===== config.mk =====
export PLATFORM = sky130hd
export DESIGN_NAME = vga_fb_arbiter
export DESIGN_NICKNAME = d
export VERILOG_FILES = /design/src/rtl/vga_fb_pkg.sv /design/src/rtl/vga_fb_arbiter.sv
export SDC_FILE = /design/constraint.sdc
export NUM_CORES = 1
export LEC_CHECK = 0
export CELL_PAD_IN_SITES_DETAIL_PLACEMENT = 1
export CELL_PAD_IN_SITES_GLOBAL_PLACEMENT = 1
export CORE_ASPECT_RATIO = 0.6
export CORE_MARGIN = 3
export CORE_UTILIZATION = 26
export DETAILED_ROUTE_END_ITERATION = 16
export GPL_ROUTABILITY_DRIVEN = 0
export PLACE_DENSITY = 0.84
export SLEW_MARGIN = 20
export SYNTH_ARGS = -nofsm -noshare
export SYNTH_HDL_FRONTEND = slang
export SYNTH_SLANG_ARGS = --single-unit
export TNS_END_PERCENT = 1

===== constraint.sdc =====
create_clock -name clk_50MHz -period 1.96 [get_ports clk_50MHz]
set_clock_uncertainty 0.05 [all_clocks]
set_input_delay 0.196 -clock clk_50MHz [delete_from_list [all_inputs] [get_ports clk_50MHz]]
set_output_delay 0.196 -clock clk_50MHz [all_outputs]
set_load 0.02 [all_outputs]

===== src/rtl/vga_fb_pkg.sv =====
// Shared types and defaults for the framebuffer arbiter.
//   owner_e    : who issued the read travelling down the tag pipe
//   arb_mode_e : which requester has priority this cycle
//   FB_AW/FB_DW: default framebuffer word-address and pixel widths
package vga_fb_pkg;

  localparam int FB_AW = 17;  // 320x240 = 76800 words
  localparam int FB_DW = 8;

  typedef enum logic [1:0] {OWN_NONE, OWN_DISP, OWN_CPU} owner_e;
  typedef enum logic {MODE_DISP, MODE_CPU} arb_mode_e;

endpackage


===== src/rtl/vga_fb_arbiter.sv =====
// Arbiter sharing one single-port framebuffer RAM between the display fetch
// path and the CPU load/store port.
//
// Ports:
//   clk_50MHz, reset                      : clock, synchronous active-high reset
//   video_on                              : display area active (display priority)
//   disp_req/disp_addr -> disp_gnt        : display read request / accept
//   disp_rvalid/disp_rdata                : display read return
//   cpu_valid/cpu_we/cpu_addr/cpu_wdata   : CPU request
//   cpu_ready                             : CPU request accept
//   cpu_rvalid/cpu_rdata                  : CPU read return
//   mem_en/mem_we/mem_addr/mem_wdata      : registered RAM command
//   mem_rdata                             : RAM read data, one cycle after command
//
// Grant at t, command on the RAM port at t+1, read data + rvalid at t+2.
module vga_fb_arbiter
  import vga_fb_pkg::*;
#(
  parameter int AW         = FB_AW,
  parameter int DW         = FB_DW,
  parameter int STARVE_MAX = 4
) (
  input  logic          clk_50MHz,
  input  logic          reset,
  input  logic          video_on,
  input  logic          disp_req,
  input  logic [AW-1:0] disp_addr,
  output logic          disp_gnt,
  output logic          disp_rvalid,
  output logic [DW-1:0] disp_rdata,
  input  logic          cpu_valid,
  input  logic          cpu_we,
  input  logic [AW-1:0] cpu_addr,
  input  logic [DW-1:0] cpu_wdata,
  output logic          cpu_ready,
  output logic          cpu_rvalid,
  output logic [DW-1:0] cpu_rdata,
  output logic          mem_en,
  output logic          mem_we,
  output logic [AW-1:0] mem_addr,
  output logic [DW-1:0] mem_wdata,
  input  logic [DW-1:0] mem_rdata
);

  localparam logic [3:0] STARVE_LIM = 4'(STARVE_MAX);

  arb_mode_e  mode;
  logic       disp_win;
  logic       cpu_win;
  logic [3:0] starve_cnt;
  owner_e     own_p0;
  owner_e     own_p1;
  owner_e     own_p2;

  assign mode = video_on ? MODE_DISP : MODE_CPU;

  // Stage p0: combinational grant from current requests and starvation state.
  // The CPU wins a conflict in CPU mode, or in display mode once it has lost
  // STARVE_MAX conflicts in a row. Nothing is granted while in reset.
  always_comb begin
    disp_win = 1'b0;
    cpu_win  = 1'b0;
    if (!reset) begin
      if (cpu_valid && (!disp_req || mode == MODE_CPU || starve_cnt == STARVE_LIM)) begin
        cpu_win = 1'b1;
      end else if (disp_req) begin
        disp_win = 1'b1;
      end
    end
  end

  assign disp_gnt  = disp_win;
  assign cpu_ready = cpu_win;

  // Tag of the access issued this cycle; writes produce no return.
  always_comb begin
    own_p0 = OWN_NONE;
    if (disp_win) begin
      own_p0 = OWN_DISP;
    end else if (cpu_win && !cpu_we) begin
      own_p0 = OWN_CPU;
    end
  end

  // Counts consecutive cycles the CPU waited; saturates at the limit.
  always_ff @(posedge clk_50MHz) begin
    if (reset) begin
      starve_cnt <= 4'd0;
    end else if (cpu_win) begin
      starve_cnt <= 4'd0;
    end else if (cpu_valid && starve_cnt != STARVE_LIM) begin
      starve_cnt <= starve_cnt + 4'd1;
    end
  end

  // Stage p1: registered RAM command. Address/data hold when idle; write
  // data only changes on a CPU grant since the display never writes.
  always_ff @(posedge clk_50MHz) begin
    if (reset) begin
      mem_en    <= 1'b0;
      mem_we    <= 1'b0;
      mem_addr  <= '0;
      mem_wdata <= '0;
    end else begin
      mem_en <= disp_win | cpu_win;
      mem_we <= cpu_win & cpu_we;
      if (cpu_win) begin
        mem_addr  <= cpu_addr;
        mem_wdata <= cpu_wdata;
      end else if (disp_win) begin
        mem_addr <= disp_addr;
      end
    end
  end

  // Stage p1 -> p2: owner tag pipe; reset drops any in-flight reads.
  always_ff @(posedge clk_50MHz) begin
    if (reset) begin
      own_p1 <= OWN_NONE;
      own_p2 <= OWN_NONE;
    end else begin
      own_p1 <= own_p0;
      own_p2 <= own_p1;
    end
  end

  // Stage p2: read return, aligned with mem_rdata.
  assign disp_rvalid = (own_p2 == OWN_DISP);
  assign cpu_rvalid  = (own_p2 == OWN_CPU);
  assign disp_rdata  = mem_rdata;
  assign cpu_rdata   = mem_rdata;

endmodule

# Word level (Yosys, flattened, before mapping)
# Index checks and enable logic that the tools add are counted.
# totals
register_bits,35
latch_bits,0
ramBits,0
mem_bits_ro,0
in_bits,56
elab_cells,35
mem_count,0
# classes
n_addsub,1
n_mul,0
div_mod_pow,0
n_lt_le_gt_ge,0
eq_ne,4
shifts,0
mux,10
bitwise_logic,2
n_reduce_logical,10
# op_table
op,n
17-bit two-way mux,2
1-bit two-way mux,7
4-bit by 1-bit adder with 4-bit output (second input constant),1
4-bit by 3-bit == test with 1-bit output (second input constant),1
4-bit by 3-bit inequality test with 1-bit output (second input constant),1
2-bit OR reduction,2
1-bit logical AND,3
2-bit by 1-bit == test with 1-bit output (second input constant),1
2-bit == test (second input constant),1
1-bit zero test,2
1-bit logical OR,2
2-bit two-way mux,1
2-bit nonzero test,1
1-bit bitwise AND,1
1-bit bitwise OR,1

# Longest topological paths before layout
# logic_depth
depth_word,9
depth_mapped,6

# Worst setup path before layout
# No wires, ideal clock.
# synth_path
path_kind,flip-flop to output port
start,register starve_cnt[0]
end,output disp_gnt
arrival_ns,1.434
required_ns,1.714
path_slack_ns,0.280
stages_incl_launch_ff,7
path_buffers,1
path_cell_list,dfxtp_1 inv_1 ha_1 and3b_1 o21ai_1 buf_2 and3_1
# synth_between
elab_chain_len,5
# synth_lines
item,line_no,source
from (decl),vga_fb_arbiter.sv:50,logic [3:0] starve_cnt;
from (signal assigned),vga_fb_arbiter.sv:92,starve_cnt <= starve_cnt + 4'd1;
4-bit by 3-bit == test with 1-bit output,vga_fb_arbiter.sv:64,if (cpu_valid && (!disp_req || mode == MODE_CPU || starve_cnt == STARVE_LIM)) begin
1-bit logical OR,vga_fb_arbiter.sv:64,
1-bit logical AND,vga_fb_arbiter.sv:64,
1-bit two-way mux,vga_fb_arbiter.sv:64,
1-bit two-way mux,vga_fb_arbiter.sv:63,if (!reset) begin
to (decl),vga_fb_arbiter.sv:28,"output logic disp_gnt,"
# Every way passes these cells.

# Worst setup path after layout
# layout_path
start,register starve_cnt[1]
end,output disp_gnt
# The elaborated chain is that of the path after synthesis.

==> results.toml <==
[drt]
vias_per_cell = 4.67
drt-initial-drc-count = 76
wl_mm = 5.40
drc = 0
vias = 1563
top_layer_used = "met4"
postRouteAntennaNets = 0
wl_met2_mm = 2.41
met3_length_um = 346
wl_per_cell_um = 16.1
drt_first_pass_iters = 4
wirelength_met1_mm = 2.63

[place]
dpl.hpwl_mm = 4.10
port_buffers = 78
dpl_cell_area_um2 = 2530

[floorplanning]
num_rows = 22
core-area_um2 = 6280
die_w_um = 111
io_pins = 103
dieArea_um2 = 7720
initial_utilization = 0.276
die_h_um = 69.3

[finish]
fillerInstances = 741
area_growth_pct = 50.3
post-route-util = 0.415
fin_nets = 308
drive_gt1_frac = 0.127
final_cell_mix = "76 x clkdlybuf4s50_1, 34 x dfxtp_1, 25 x nand3_1, 18 x buf_4"
regArea_um2 = 702
design_area_um2 = 2610
n_antenna_cell = 0
final_common_cell = "clkdlybuf4s50_1"
multi_input_area_um2 = 793

[worst_hold_path]
hold_class = "input pin to primary output"
worstHoldStart = "mem_rdata[3]"

[clocking]
clock_latency_ns = 0.29
root_buffer = "clkbuf_8"
hold_buffers = 0
clockBufferDepth = 2
htree_levels = 2
numCtsBuffers = 5
cts_tree = "done"
clk_pin_slew_ns = 0.07
cts.sink_count = 35
post_cts_buffers = 0

[critical_path]
crit_chain = "inv_1, ha_1, and3b_1, o21ai_2, and3_1, buf_2"
crit_start = "starve_cnt[1]"
crit_path_start_kind = "flop"
required_ns = 1.71
r2r-end = "starve_cnt[0]"
crit_fanout = 3
setup.worst_path.class = "flop to primary output"
slowest_delay_ns = 0.35
r2r_cells = 6
reg2reg_slack_ns = 0.36
cp.arrival_ns = 1.61
crit_path_end = "disp_gnt"
worst_setup_path_end_kind = "primary output"
timing.rr.start = "starve_cnt[1]"
crit_path_top_delay_cell = "dfxtp_1"

[timing]
hold_viol_final = 0
grt_setup_unrepaired = "false"
period_minus_slack_ns = 1.85
relSlewSlack = 0.835
min_period_over_period = 0.946
tightestPinTransition_ns = 0.247
fmax_mhz = 539
slew_violations = 0
setup_violations = 0

[yosys]
yosysSeqAreaShare = 0.404
netlist-cell-type-count = 31
ys_seq_elements = 35
synth_area_leaders = "dfxtp_1 40%, mux2i_1 9.8%, o211a_1 9.8%"
yosysTopAreaCellShare = 0.404
netlist_area_um2 = 1730
synthesis.nets = 238
syn_inst = 180
synth_area_per_cell_um2 = 9.63
synth_top_area_cell = "dfxtp_1"
yosysWarnings = 0

[job]
max_cap_violations = 0

[outcome]
outcome = "completed"

[global_route]
antenna_found_initial = 0
grt_usage = 0.141
grt_pass1_vias = 1717
overflow = 0
grt_max_degree = 20
grt_pass1_wl_mm = 8.96

[power]
p_per_area_nw_per_um2 = 654
power.leakage_nw = 1.19
vdd_drop_max_uv = 305
sequential cells by signal, indices dropped and copies added, names as in the netlist:
name / cells
mem_we: 1
own_p2: 2
starve_cnt: 4
mem_addr: 17
own_p1: 2
mem_wdata: 8
mem_en: 1
worst max-delay path, delay by kind of cell (launching register included):
family	cells	cell delay, ns
AOI/OAI and AO/OA	1	0.19
adders and majority gates	1	0.19
buffers and inverters	2	0.23
DFF	1	0.35
and+or+nand+nor	2	0.37
kinds of logic (layout without fill, tap and decap cells):
group | count (synthesis) | in the layout | share of synthesized area
simple gates | 47 | 47 | 0.154
fa+ha+maj | 2 | 2 | 0.0144
mux | 17 | 17 | 0.0981
compound gates | 41 | 41 | 0.188
buf+inv | 38 | 109 | 0.141
flops | 35 | 35 | 0.404
per-layer routing:
layer	vias up	GRT usage
met5	-	0
met2	48	0.216
met4	0	0.0216
li1	773	-
met1	740	0.198
met3	2	0.0462
synth_stat cells:
master / instances
and3_1: 3
inv_1: 5
a211oi_1: 2
o21ai_1: 1
a21oi_1: 10
nand3_1: 25
dfxtp_1: 35
nand2_2: 1
nand3b_1: 1
nand2_4: 1
nand4b_2: 1
nor4_1: 1
and3b_1: 1
mux2i_1: 17
ha_1: 2
o21ai_0: 1
or3_1: 1
buf_4: 19
buf_6: 3
nand2_1: 2
o211a_1: 17
a21bo_2: 1
or4_1: 1
nor3_1: 1
buf_2: 6
o2111a_1: 1
clkbuf_1: 5
o211ai_1: 8
nor2b_1: 4
nand4_1: 1
nor2_1: 3
report_power, final:
part	switching (mW)	leakage [nW]	internal [mW]	total, mW
Clock	0.259	0.0422	0.249	0.509
Sequential	0.0232	0.289	0.756	0.779
Combinational	0.184	0.862	0.232	0.416
final cells by class:
| type | instances | share of cell area |
|---|---|---|
| repair buffers | 96 | 0.348 |
| multi-input cells | 107 | 0.304 |
| flip-flops and latches | 35 | 0.269 |
| well taps | 84 | 0.0403 |
| clock buffers | 7 | 0.0293 |
| inverters | 5 | 0.00720 |
| clock inverters | 1 | 0.00192 |
worst min-delay path by stage:
stage	cells past startpoint	slack, ns	to
floorplan	1	0.22	own_p1[1]
CTS	0	0.34	cpu_rdata[2]
global placement	0	0.34	cpu_rdata[2]
finish	0	0.34	cpu_rdata[3]
global route	0	0.34	disp_rdata[3]
detailed placement	0	0.34	cpu_rdata[2]
through the flow:
step                      worst slack (ns)  power, mW  TNS (ns)  instances  hold WS (ns)
after detailed placement            -0.115       1.22     -1.12        327         0.342
after global routing               0.00752       1.79         0        335         0.342
after global placement              -0.113       1.21    -0.316        327         0.342
after CTS                           0.0153       1.72         0        335         0.342
after floorplan                      0.280       1.03         0        180         0.223
final                                0.106       1.70         0        335         0.342
what timing repair did:
| item | CTS | global route |
|---|---|---|
| gates resized for setup | 7 | 2 |
| pin swaps | 0 | 1 |
| setup endpoints to repair | 2 | 2 |
No activity file was read; power rests on OpenSTA's default activity.
